==> src/rtl/dbus_arbiter_pkg.sv <==
// Shared types and defaults for the data-bus arbiter between the LSU and the page-table walker.
package dbus_arbiter_pkg;

  localparam int unsigned DEFAULT_XLEN        = 32;
  localparam int unsigned DEFAULT_ST_OPS_W    = 3;
  localparam int unsigned DEFAULT_TIMEOUT_CYC = 1024;

  typedef enum logic [1:0] {
    ST_IDLE   = 2'd0,
    ST_BUSY_L = 2'd1,
    ST_BUSY_P = 2'd2,
    ST_DRAIN  = 2'd3
  } type_dbus_arb_state_e;

  typedef enum logic {
    ARB_LSU = 1'b0,
    ARB_PTW = 1'b1
  } arb_id_e;

endpackage

==> src/rtl/dbus_arb_rr.sv <==
// Two-way round-robin picker; bit 0 is the LSU, bit 1 the walker.
module dbus_arb_rr
  import dbus_arbiter_pkg::*;
(
  input  logic       clk,
  input  logic       rst_n,
  input  logic [1:0] req,
  input  logic [1:0] mask,
  input  logic       take,
  output logic [1:0] grant_c
);

  arb_id_e    last_q;
  logic [1:0] eligible;

  assign eligible = req & ~mask;

  // On a tie the requester that did not win last time goes first.
  always_comb begin
    grant_c = eligible;
    if (eligible == 2'b11) begin
      grant_c = (last_q == ARB_PTW) ? 2'b01 : 2'b10;
    end
  end

  always_ff @(posedge clk) begin
    if (!rst_n) begin
      last_q <= ARB_PTW;
    end else if (take && (grant_c != 2'b00)) begin
      last_q <= grant_c[1] ? ARB_PTW : ARB_LSU;
    end
  end

endmodule

==> src/rtl/dbus_arbiter.sv <==
// Shares the data-cache request port between the LSU and the MMU walker, with AMO lock,
// flush draining and a response watchdog.
module dbus_arbiter
  import dbus_arbiter_pkg::*;
#(
  parameter int unsigned XLEN        = DEFAULT_XLEN,
  parameter int unsigned ST_OPS_W    = DEFAULT_ST_OPS_W,
  parameter int unsigned TIMEOUT_CYC = DEFAULT_TIMEOUT_CYC
) (
  input  logic                clk,
  input  logic                rst_n,
  input  logic                lsu_ld_req_i,
  input  logic                lsu_st_req_i,
  input  logic [XLEN-1:0]     lsu_addr_i,
  input  logic [XLEN-1:0]     lsu_w_data_i,
  input  logic [ST_OPS_W-1:0] lsu_st_ops_i,
  input  logic                lsu_lock_i,
  input  logic                lsu_flush_i,
  output logic                lsu_ack_o,
  output logic [XLEN-1:0]     lsu_r_data_o,
  input  logic                ptw_ld_req_i,
  input  logic [XLEN-1:0]     ptw_addr_i,
  output logic                ptw_ack_o,
  output logic [XLEN-1:0]     ptw_r_data_o,
  output logic                dbus_ld_req_o,
  output logic                dbus_st_req_o,
  output logic [XLEN-1:0]     dbus_addr_o,
  output logic [XLEN-1:0]     dbus_w_data_o,
  output logic [ST_OPS_W-1:0] dbus_st_ops_o,
  input  logic                dbus_ack_i,
  input  logic [XLEN-1:0]     dbus_r_data_i,
  output logic                timeout_err_o
);

  localparam int unsigned       WD_W    = $clog2(TIMEOUT_CYC);
  localparam logic [WD_W-1:0]   WD_LAST = WD_W'(TIMEOUT_CYC - 1);

  type_dbus_arb_state_e state_q, state_d;
  logic                 ld_q, ld_d, st_q, st_d;
  logic [XLEN-1:0]      addr_q, addr_d, wdata_q, wdata_d;
  logic [ST_OPS_W-1:0]  ops_q, ops_d;
  logic                 lock_q, lock_d;
  logic [WD_W-1:0]      wd_q, wd_d;
  logic                 l_cand, timeout_hit, done;
  logic [1:0]           grant_c;

  assign l_cand      = (lsu_ld_req_i || lsu_st_req_i) && !lsu_flush_i;
  assign timeout_hit = (state_q != ST_IDLE) && (wd_q == WD_LAST) && !dbus_ack_i;
  assign done        = dbus_ack_i || timeout_hit;

  dbus_arb_rr u_rr (
    .clk     (clk),
    .rst_n   (rst_n),
    .req     ({ptw_ld_req_i, l_cand}),
    .mask    ({lock_q, 1'b0}),
    .take    (state_q == ST_IDLE),
    .grant_c (grant_c)
  );

  // Next-state and next-output logic for the registered bus side.
  always_comb begin
    state_d = state_q;
    ld_d    = ld_q;
    st_d    = st_q;
    addr_d  = addr_q;
    wdata_d = wdata_q;
    ops_d   = ops_q;
    lock_d  = lock_q;
    wd_d    = (wd_q == WD_LAST) ? wd_q : wd_q + WD_W'(1);
    case (state_q)
      ST_IDLE: begin
        wd_d = '0;
        if (grant_c[0]) begin
          st_d    = lsu_st_req_i;
          ld_d    = lsu_ld_req_i && !lsu_st_req_i;
          addr_d  = lsu_addr_i;
          wdata_d = lsu_w_data_i;
          ops_d   = lsu_st_ops_i;
          lock_d  = lsu_lock_i;
          state_d = ST_BUSY_L;
        end else begin
          if (!lsu_lock_i) lock_d = 1'b0;
          if (grant_c[1]) begin
            ld_d    = 1'b1;
            st_d    = 1'b0;
            addr_d  = ptw_addr_i;
            wdata_d = '0;
            ops_d   = '0;
            state_d = ST_BUSY_P;
          end
        end
      end
      ST_BUSY_L: begin
        if (done) begin
          ld_d    = 1'b0;
          st_d    = 1'b0;
          state_d = ST_IDLE;
        end else if (lsu_flush_i) begin
          state_d = ST_DRAIN;
        end
      end
      ST_BUSY_P, ST_DRAIN: begin
        if (done) begin
          ld_d    = 1'b0;
          st_d    = 1'b0;
          state_d = ST_IDLE;
        end
      end
      default: state_d = ST_IDLE;
    endcase
    if (lsu_flush_i) lock_d = 1'b0;
  end

  always_ff @(posedge clk) begin
    if (!rst_n) begin
      state_q <= ST_IDLE;
      ld_q    <= 1'b0;
      st_q    <= 1'b0;
      addr_q  <= '0;
      wdata_q <= '0;
      ops_q   <= '0;
      lock_q  <= 1'b0;
      wd_q    <= '0;
    end else begin
      state_q <= state_d;
      ld_q    <= ld_d;
      st_q    <= st_d;
      addr_q  <= addr_d;
      wdata_q <= wdata_d;
      ops_q   <= ops_d;
      lock_q  <= lock_d;
      wd_q    <= wd_d;
    end
  end

  assign dbus_ld_req_o = ld_q;
  assign dbus_st_req_o = st_q;
  assign dbus_addr_o   = addr_q;
  assign dbus_w_data_o = wdata_q;
  assign dbus_st_ops_o = ops_q;

  // Completion is forwarded in the ack cycle itself; a drained access answers nobody.
  assign lsu_ack_o     = (state_q == ST_BUSY_L) && dbus_ack_i;
  assign ptw_ack_o     = (state_q == ST_BUSY_P) && dbus_ack_i;
  assign lsu_r_data_o  = lsu_ack_o ? dbus_r_data_i : '0;
  assign ptw_r_data_o  = ptw_ack_o ? dbus_r_data_i : '0;
  assign timeout_err_o = timeout_hit;

  a_ld_st_exclusive: assert property (@(posedge clk) disable iff (!rst_n)
    !(lsu_ld_req_i && lsu_st_req_i));

endmodule

==> config.mk <==
export PLATFORM = sky130hd
export DESIGN_NAME = dbus_arbiter
export DESIGN_NICKNAME = d
export VERILOG_FILES = /design/src/rtl/dbus_arbiter_pkg.sv /design/src/rtl/dbus_arb_rr.sv /design/src/rtl/dbus_arbiter.sv
export SDC_FILE = /design/constraint.sdc
export NUM_CORES = 1
export LEC_CHECK = 0
export ABC_AREA = 1
export BUFFER_PORTS_ARGS = -buffer_cell sky130_fd_sc_hd__buf_2
export CAP_MARGIN = 20
export CORE_MARGIN = 10
export CORE_UTILIZATION = 37
export DETAILED_ROUTE_END_ITERATION = 10
export PLACE_DENSITY = 0.82
export SYNTH_ARGS = -nofsm -noshare
export SYNTH_HDL_FRONTEND = slang
export SYNTH_SLANG_ARGS = --single-unit
==> constraint.sdc <==
create_clock -name clk -period 1.5 [get_ports clk]
set_input_delay 0.3 -clock clk [delete_from_list [all_inputs] [get_ports clk]]
set_output_delay 0.3 -clock clk [all_outputs]
set_load 0.005 [all_outputs]
==> out/results.ini <==
[setup_path]
cp_max_fo = 32
end_kind = primary output
arrival_ns = 1.44
start_kind = register
required_ns = 1.20
worstSetupPathType = reg -> out

[global_route]
grtUsageTotal_pct = 18.9
grt_first_pass_wirelength_um = 23000
antenna_found_initial = 0
grt_overflow = 0
grt_max_degree = 39
grt_pass1_vias = 4519

[die]
die_width_um = 121
fp-row-count = 36
die_area_um2 = 14700
start_util_pct = 38.5
die_h_um = 121
ios = 275
coreArea_um2 = 9860

[detailed_routing]
wl_per_cell_um = 16.7
final_antenna_net_count = 0
totalWireLength_um = 16800
drtIter0Drc = 299
first_pass_iters = 5
vias = 4798
viasPerCell = 4.76
route.detailed.drc = 0

[power_and_ir_drop]
p_leak_uw = 0.00341
ir_worst_vdd_uv = 836
p_per_area_nw_per_um2 = 1290

[logic_synthesis]
ys.flop_type = dfxtp_1
yosysTopAreaCell = dfxtp_1
synthDistinctLibCells = 30
synth_edf_count = 0
synthArstFlopShare_pct = 0
syn_inst = 555
synth_area_leaders = dfxtp_1 44%, a21oi_1 14%, nand2_1 13%
ys_seq_area_share_pct = 43.8
avgSynthCellArea_um2 = 6.84
synth.net_count = 695
synth_top_area_share_pct = 43.8
synth_area_um2 = 3800
ys_ff_latch = 83
synth-warning-count = 0

[timing]
max_freq_ghz = 0.574
fin_crit_sh_pct = 116
setup_ws_ns = -0.242
max-slew-margin-rel_pct = 72.7
period_minus_slack_ns = 1.74
fin_setup_tns_ns = -21.79
tightest_slew_ns = 0.410
clock-skew-final_ns = 0.00712
rsz0062_at_grt = yes
setup_violations = 137
slew_viol_final = 0
final-hold-violation-count = 0

[clock_tree]
clock_sinks = 83
cts-hold-fix-buffers = 0
clk_pin_slew_ns = 0.09
cts_tree = yes
cts_buffer_depth = 2
clk-insertion-delay-late_ns = 0.34
cts-root-buf = clkbuf_8
htreeDepth = 3
cts_made_buffers = 9

[placement]
io_buffers = 274
dpl.hpwl_um = 11800
routabilityCongestion = 0.888
dp_slack_ns = -0.111

[min_path]
hp-class = in -> reg

[layout]
areaGrowthSynthToFinish_pct = 73.0
final_cell_mix = 273 x buf_2, 120 x nand2_1, 77 x dfxtp_1
drive_gt1_share_pct = 51.0
finalNetCount = 1009
final_common_cell = buf_2
n_antenna_cell = 0

[status]
failed_checks = negative setup slack
outcome = finished with violations

[run]
max_cap_viol_count = 0

[registers in the layout, indices dropped and copies added, names as in the netlist, 2 cells and up]
register	count
dbus_st_ops_o	3
dbus_addr_o	32
wd_q	10
state_q	2
dbus_w_data_o	32
[kinds of logic (layout without fill, tap and decap cells)]
kind of cell	Yosys count	in the layout	share of synthesized area, %
simple gates	232	232	24.8
flops	83	83	43.8
xor+xnor	2	2	0.462
compound gates	151	151	20.9
fa+ha+maj	1	1	0.330
buf+inv	86	405	9.82
[power by group]
part	leakage, µW	switching (µW)	internal, µW
registers	0.000684	214	2610
clock network	0.000106	827	942
logic	0.00261	1960	1910
total	0.00341	3000	5460
[layer usage]
metal | GRT usage, % | vias up | wire (µm)
li1 | - | 2396 | -
met1 | 20.5 | 2169 | 6470
met2 | 33.2 | 205 | 8450
met3 | 7.86 | 28 | 1550
met4 | 4.55 | 0 | 328
met5 | 0 | - | 0
[cell usage after synthesis (3+ instances only)]
master and count:
inv_2 4, nor3_1 4, o21ai_0 38, buf_6 3, nand3_1 7, nand4_1 3
clkbuf_1 8, nor2_1 82, inv_1 48, nand2_1 128, buf_2 22, dfxtp_1 83
a21oi_1 106
[worst max-delay path, cell delays in order, from the launching register on]
cell and delay (ns):
dfxtp_4 0.38, inv_2 0.05, nor3_4 0.20, inv_2 0.07
buf_12 0.17, nor2_2 0.10, buf_2 0.13
[timing repair]
action                     in CTS  in global routing
buffers inserted               12                 10
hold endpoints to repair        0                  0
pin swaps                      11                 18
setup endpoints to repair      68                131
cloned                          0                 15
resized for setup              24                110
[path summary, 6_finish.rpt]
path | slack (ns) | cells past startpoint | to | start
min | 0.20 | 3 | dbus_addr_o[10] | lsu_addr_i[10]
max | -0.24 | 6 | ptw_r_data_o[28] | state_q[1]
max reg2reg | -0.18 | 10 | dbus_addr_o[8] | state_q[0]
min reg2reg | 0.46 | 2 | dbus_w_data_o[7] | dbus_w_data_o[7]
[layout make-up]
type                            instances  area [µm²]
Fill cell                             848        3300
Timing Repair Buffer                  335        2180
Multi-Input combinational cell        386        2110
Sequential cell                        83        1670
Inverter                               53         216
Tap cell                              133         166
Clock buffer                           10         128
Clock inverter                          6        90.1
Timing Repair inverter                  1        6.26
[metrics by stage]
| stage | hold slack, ns | std cells | instance area (µm²) | total power [µW] | utilization [%] |
|---|---|---|---|---|---|
| final | 0.197 | 1007 | 6570 | 8460 | 66.6 |
| after floorplan | 0.378 | 555 | 3800 | 4200 | - |
| after CTS | 0.180 | 985 | 5830 | 7330 | 59.1 |
| after global routing | 0.182 | 1007 | 6570 | 8940 | 66.6 |
| after global placement | 0.444 | 959 | 5460 | 5430 | 55.4 |
| after detailed placement | 0.449 | 959 | 5460 | 5470 | 55.4 |
No activity file was read; power rests on OpenSTA's default activity.
